File: config.mk
export PLATFORM = sky130hd
export DESIGN_NAME = tiger_hazard_scoreboard
export DESIGN_NICKNAME = d
export VERILOG_FILES = /design/src/rtl/tiger_hazard_scoreboard.sv
export SDC_FILE = /design/constraint.sdc
export NUM_CORES = 1
export LEC_CHECK = 0
export BUFFER_PORTS_ARGS = -buffer_cell sky130_fd_sc_hd__buf_2
export CORE_ASPECT_RATIO = 2
export CORE_MARGIN = 2
export CORE_UTILIZATION = 45
export CTS_CLUSTER_DIAMETER = 120
export DETAILED_ROUTE_END_ITERATION = 8
export SKIP_CTS_REPAIR_TIMING = 1
export SLEW_MARGIN = 40
export SYNTH_ARGS = -nofsm -noshare
export SYNTH_HDL_FRONTEND = slang
export SYNTH_SLANG_ARGS = --single-unit
File: constraint.sdc
create_clock -name clk -period 8.3 [get_ports clk]
set_input_delay 0.415 -clock clk [delete_from_list [all_inputs] [get_ports clk]]
set_output_delay 0.415 -clock clk [all_outputs]
set_load 0.03 [all_outputs]
File: src/rtl/tiger_hazard_scoreboard.sv
// tiger_hazard_scoreboard
//   Register-result scoreboard and pipeline stall/bubble controller for an
//   in-order pipeline. Each architectural register 1..31 has a countdown of
//   cycles until its pending result can be forwarded. Decode is held while a
//   source register is still pending, or while a destination register has an
//   older write that would complete after the new one (WAW).
//
// Parameters
//   NUM_STAGES : pipeline stage count (3..8); stage 0 = decode, 1 = execute
//   LAT_WIDTH  : width of the result-latency field
//
// Ports
//   clk, reset_n                  : clock, asynchronous active-low reset
//   issueValid                    : decode holds a valid instruction
//   issueWriteEn, issueWriteReg   : decode instruction's destination write
//   issueLatency                  : cycles until that result is forwardable
//   deRsNum/deRtNum, deNeedsRs/Rt : decode source operands
//   stageNeedStall[NUM_STAGES]    : external per-stage stall requests
//   exception                     : flush decode
//   stall[NUM_STAGES]             : per-stage hold
//   clear[NUM_STAGES]             : per-stage bubble insert
//   pendingMask[32]               : bit r set while register r is pending
//   hazardCycles, stallCycles     : saturating statistics counters, present
//                                   only when TIGER_HAZARD_STATS_EN is defined
module tiger_hazard_scoreboard #(
  parameter int unsigned NUM_STAGES = 5,
  parameter int unsigned LAT_WIDTH  = 3
) (
  input  logic                  clk,
  input  logic                  reset_n,
  input  logic                  issueValid,
  input  logic                  issueWriteEn,
  input  logic [4:0]            issueWriteReg,
  input  logic [LAT_WIDTH-1:0]  issueLatency,
  input  logic [4:0]            deRsNum,
  input  logic [4:0]            deRtNum,
  input  logic                  deNeedsRs,
  input  logic                  deNeedsRt,
  input  logic [NUM_STAGES-1:0] stageNeedStall,
  input  logic                  exception,
  output logic [NUM_STAGES-1:0] stall,
  output logic [NUM_STAGES-1:0] clear,
  output logic [31:0]           pendingMask
`ifdef TIGER_HAZARD_STATS_EN
  ,
  output logic [31:0]           hazardCycles,
  output logic [31:0]           stallCycles
`endif
);

  // Entry 0 is held at zero so r0 reads never hazard.
  logic [LAT_WIDTH-1:0]  cnt_q [32];
  logic                  hazard;
  logic                  issue;
  logic [NUM_STAGES-1:0] need;

  always_comb begin
    hazard = issueValid &&
             ((deNeedsRs && (cnt_q[deRsNum] != '0)) ||
              (deNeedsRt && (cnt_q[deRtNum] != '0)) ||
              (issueWriteEn && (cnt_q[issueWriteReg] > issueLatency)));
  end

  always_comb begin
    need    = stageNeedStall;
    need[0] = stageNeedStall[0] | hazard;
  end

  // A stage holds if it or any later stage needs to hold.
  always_comb begin
    logic acc;
    acc   = 1'b0;
    stall = '0;
    for (int i = int'(NUM_STAGES) - 1; i >= 0; i--) begin
      acc      = acc | need[i];
      stall[i] = acc;
    end
  end

  // A bubble enters stage i when stage i-1 holds but stage i advances.
  always_comb begin
    clear    = '0;
    clear[0] = exception && !stall[0];
    for (int i = 1; i < int'(NUM_STAGES); i++) begin
      clear[i] = need[i-1] && !stall[i];
    end
  end

  always_comb begin
    issue = issueValid && !stall[0] && issueWriteEn &&
            (issueWriteReg != 5'd0) && (issueLatency != '0);
  end

  // Countdowns advance with the execute stage; a new load wins over a decrement.
  always_ff @(posedge clk or negedge reset_n) begin
    if (!reset_n) begin
      for (int r = 0; r < 32; r++) begin
        cnt_q[r] <= '0;
      end
    end else begin
      for (int r = 1; r < 32; r++) begin
        if (issue && (issueWriteReg == 5'(r))) begin
          cnt_q[r] <= issueLatency;
        end else if (!stall[1] && (cnt_q[r] != '0)) begin
          cnt_q[r] <= cnt_q[r] - LAT_WIDTH'(1);
        end
      end
    end
  end

  always_comb begin
    pendingMask = '0;
    for (int r = 1; r < 32; r++) begin
      pendingMask[r] = (cnt_q[r] != '0);
    end
  end

`ifdef TIGER_HAZARD_STATS_EN
  always_ff @(posedge clk or negedge reset_n) begin
    if (!reset_n) begin
      hazardCycles <= '0;
      stallCycles  <= '0;
    end else begin
      if (hazard && (hazardCycles != '1)) begin
        hazardCycles <= hazardCycles + 32'd1;
      end
      if (stall[0] && (stallCycles != '1)) begin
        stallCycles <= stallCycles + 32'd1;
      end
    end
  end
`else
  // Statistics counters are not built in this configuration.
`endif

endmodule
==> results by group <==
Final layout
  – Reg area: 2330 sq um
  – Largest registers: cnt_q (93)
  – Largest register by flop count: cnt_q
  – Final net count: 991
  – Fill cells: 1740
  – Share of cells above drive strength 1: 20.3%
  – Max reg flops: 93
  – Area occupied by multi-input gates: 5490 sq um
  – P&R area growth vs syn: 9.58%
  – Layout Cells excl Fill: 1118

Yosys
  – Sequential cell area fraction in the yosys report: 28.0%
  – Top-area cell type share of the netlist area: 28.0%
  – #FFs+latches synth: 93
  – Yosys warns: 3
  – Cell Area, Synth: 8320 sq um
  – Asr flop ratio synth: 100%
  – Library cells used by synthesis: 66
  – Syn Nets: 952
  – Post-synth EDFFs: 0
  – Synthesized instance count: 857
  – Most used DFF post-synth: dfrtp_1
  – Synth area leader: dfrtp_1
  – Synth top area cells: dfrtp_1 (28%), ha_1 (9.8%), mux2i_1 (8.1%)
  – Synthesized area per cell: 9.71 sq um
  – Count leader, synth: dfrtp_1
  – Most frequent cells after synthesis: dfrtp_1 (93), nand2_1 (86), inv_1 (76), mux2i_1 (67), ha_1 (65)

Detailed routing
  – Wirelength per Cell: 21.5 microns
  – Vias/cell: 5.90
  – Via count: 6601
  – Routed WL: 24000 microns
  – First-pass DRT Iterations: 6
  – Residual DRC: 0
  – Antenna Nets Post-Route: 0
  – DR iter-0 viols: 317

Hold path
  – Hold Crit Class: in2async

Global routing
  – Remaining Overflow, GRT: 0
  – Met3 global-route usage: 2.81%
  – Global-route wire length before repair: 37800 microns
  – Initial antenna violation count: 0
  – Largest net degree at the start of global routing: 58
  – Grt peak-use layer: met2
  – Total GRT Usage: 25.5%
  – Global Route met2 Usage: 47.5%
  – Vias in the first global route: 6941
  – Met1 global-route usage: 26.6%

Floorplan
  – Core Region: 18200 sq um
  – DIE WIDTH: 100 microns
  – IO Pins: 72
  – Die area: 19700 sq um
  – Cell Rows: 70
  – DIE HEIGHT: 196 microns
  – Initial Util: 45.7%

Critical path
  – Max incr delay on CP: 540 ps
  – Type of the worst setup path: in2out
  – Cell Chain, Critical Path: buf_2 > mux2_2 > a22o_1 > mux4_2 > mux2_2 > ha_1 > a21oi_1 > a311oi_1 > a311o_4 > a21oi_1 > and3_1 > buf_2
  – Worst-path fanout max: 31
  – CP max-delay cell: buf_2
  – Crit end category: output port
  – Delay-heaviest family, CP: compound AO/OA/AOI/OAI gates
  – WP data arrival: 4290 ps
  – WP buf/inv: 2
  – Setup crit start kind: primary input
  – Crit path required time: 7890 ps

Pwr
  – Worst IR Drop VDD: 0.105 mV
  – Switching share of power: 44.3%
  – Reg power frac: 36.2%
  – Clock power frac: 16.3%
  – Leak: 3.92 nW
  – Power Total: 2.82 mW
  – Pwr per Cell Area: 309 nW/um^2
  – Internal power: 1.57 mW
  – Net Switching: 1.25 mW
  – Comb power frac: 47.5%

CTS
  – Clock Root Buffer: clkbuf_16
  – Skew-Pair Late Insertion Delay: 350 ps
  – H-tree levels: 3
  – CTS sink cnt: 93
  – Reg clk slew, reported paths: 70 ps
  – CTS tree: done
  – Clock buffer count from CTS: 9
  – Worst-case clock buffer depth: 2

STA
  – Setup TNS Final: 0 ps
  – Setup Skew: 8.86 ps
  – Period utilization: 56.7%
  – Tmin final: 4700 ps
  – Final Hold Viols: 0
  – PnR worst setup slack: 3600 ps
  – Slew Limit Headroom: 42.2%
  – Max-slew violations: 0
  – Maximum clock rate: 213 MHz
  – Unrepaired setup endpoints after global routing: false
  – Setup-failing EPs final: 0
  – Slew at the pin closest to its max-slew limit: 868 ps

Run status
  – Status: finished clean

Placement
  – Post-DP HPWL: 17900 microns
  – Placed insts: 1101
  – Port Buf Inserts: 70
  – Worst slack, placed: 3230 ps
  – GP Congestion: 0.880

Run
  – Max cap viols: 0
[power groups by stage]
| stage | combinational, mW | clock, mW | sequential (mW) |
|---|---|---|---|
| final | 1.34 | 0.458 | 1.02 |
| after global routing | 1.50 | 0.485 | 1.05 |
| after CTS | 1.35 | 0.467 | 1.02 |
| after detailed placement | 1.34 | 0 | 1.03 |
| after global placement | 1.32 | 0 | 1.03 |
| after floorplan | 1.06 | 0 | 0.868 |
[routing by layer]
metal  part of all wire [%]  vias up
li1                       -     3106
met1                     35     3228
met2                     56      200
met3                    3.1       67
met4                    5.7        0
met5                      0        -
[path summary, 6_finish.rpt]
path / start / end / slack (ps) / depth (start not counted)
worst min register to register: cnt_q[91] / cnt_q[91] / 650 / 2
min in group clk: stageNeedStall[0] / cnt_q[91] / 620 / 4
worst max register to register: cnt_q[10] / cnt_q[21] / 4190 / 10
worst max-delay path: issueWriteReg[1] / clear[0] / 3600 / 12
max in group asynchronous: reset_n / cnt_q[11] / 7130 / 2
worst min-delay path: reset_n / cnt_q[35] / 10 / 1
[worst reg2reg max path, delay by kind of cell, from the launching register on]
family,cells,cell delay [ps]
flops,1,460
mux,4,1640
simple gates,1,610
fa+ha+maj,1,290
compound gates,4,990
[final cells by class]
class,instances,area share (%)
diodes,1,0.0274
inverters,77,3.17
flip-flops and latches,93,25.5
well taps,216,2.96
clock buffers,12,2.81
multi-input cells,640,60.2
repair buffers,75,4.57
clock inverters,4,0.768
[logic make-up after synthesis]
kind of cell | share of synthesized area, %
fa+ha+maj | 9.77
flops | 28.0
mux | 20.9
other cells | 0.0451
simple gates | 20.9
xor+xnor | 6.21
buf+inv | 6.42
compound gates | 7.77
[stage by stage]
stage | hold slack, ps | instance area, sq um | util (%)
5_1_grt | 59.5 | 9110 | 50.0
3_5_place_dp | 414 | 8780 | 48.2
2_1_floorplan | 119 | 8320 | -
6_report | 14.6 | 9120 | 50.0
3_3_place_gp | 412 | 8740 | 48.0
4_1_cts | 36.5 | 9110 | 50.0
[layout by cell type (no fill, tap or decap), types with 21 or more instances in the layout]
master    synthesis  routed
dfrtp_1          93      93
nand2_1          86      86
inv_1            76      76
buf_2            12      68
mux2i_1          67      67
ha_1             65      65
nor3_1           37      37
xnor2_1          33      33
o21ai_0          32      32
mux4_2           29      29
nand2b_1         28      28
nand3_1          27      27
xor2_1           26      26
and2_1           25      25
a21oi_1          24      24
mux2_2           21      21
Note: power is estimated with default switching activity, not from simulation.
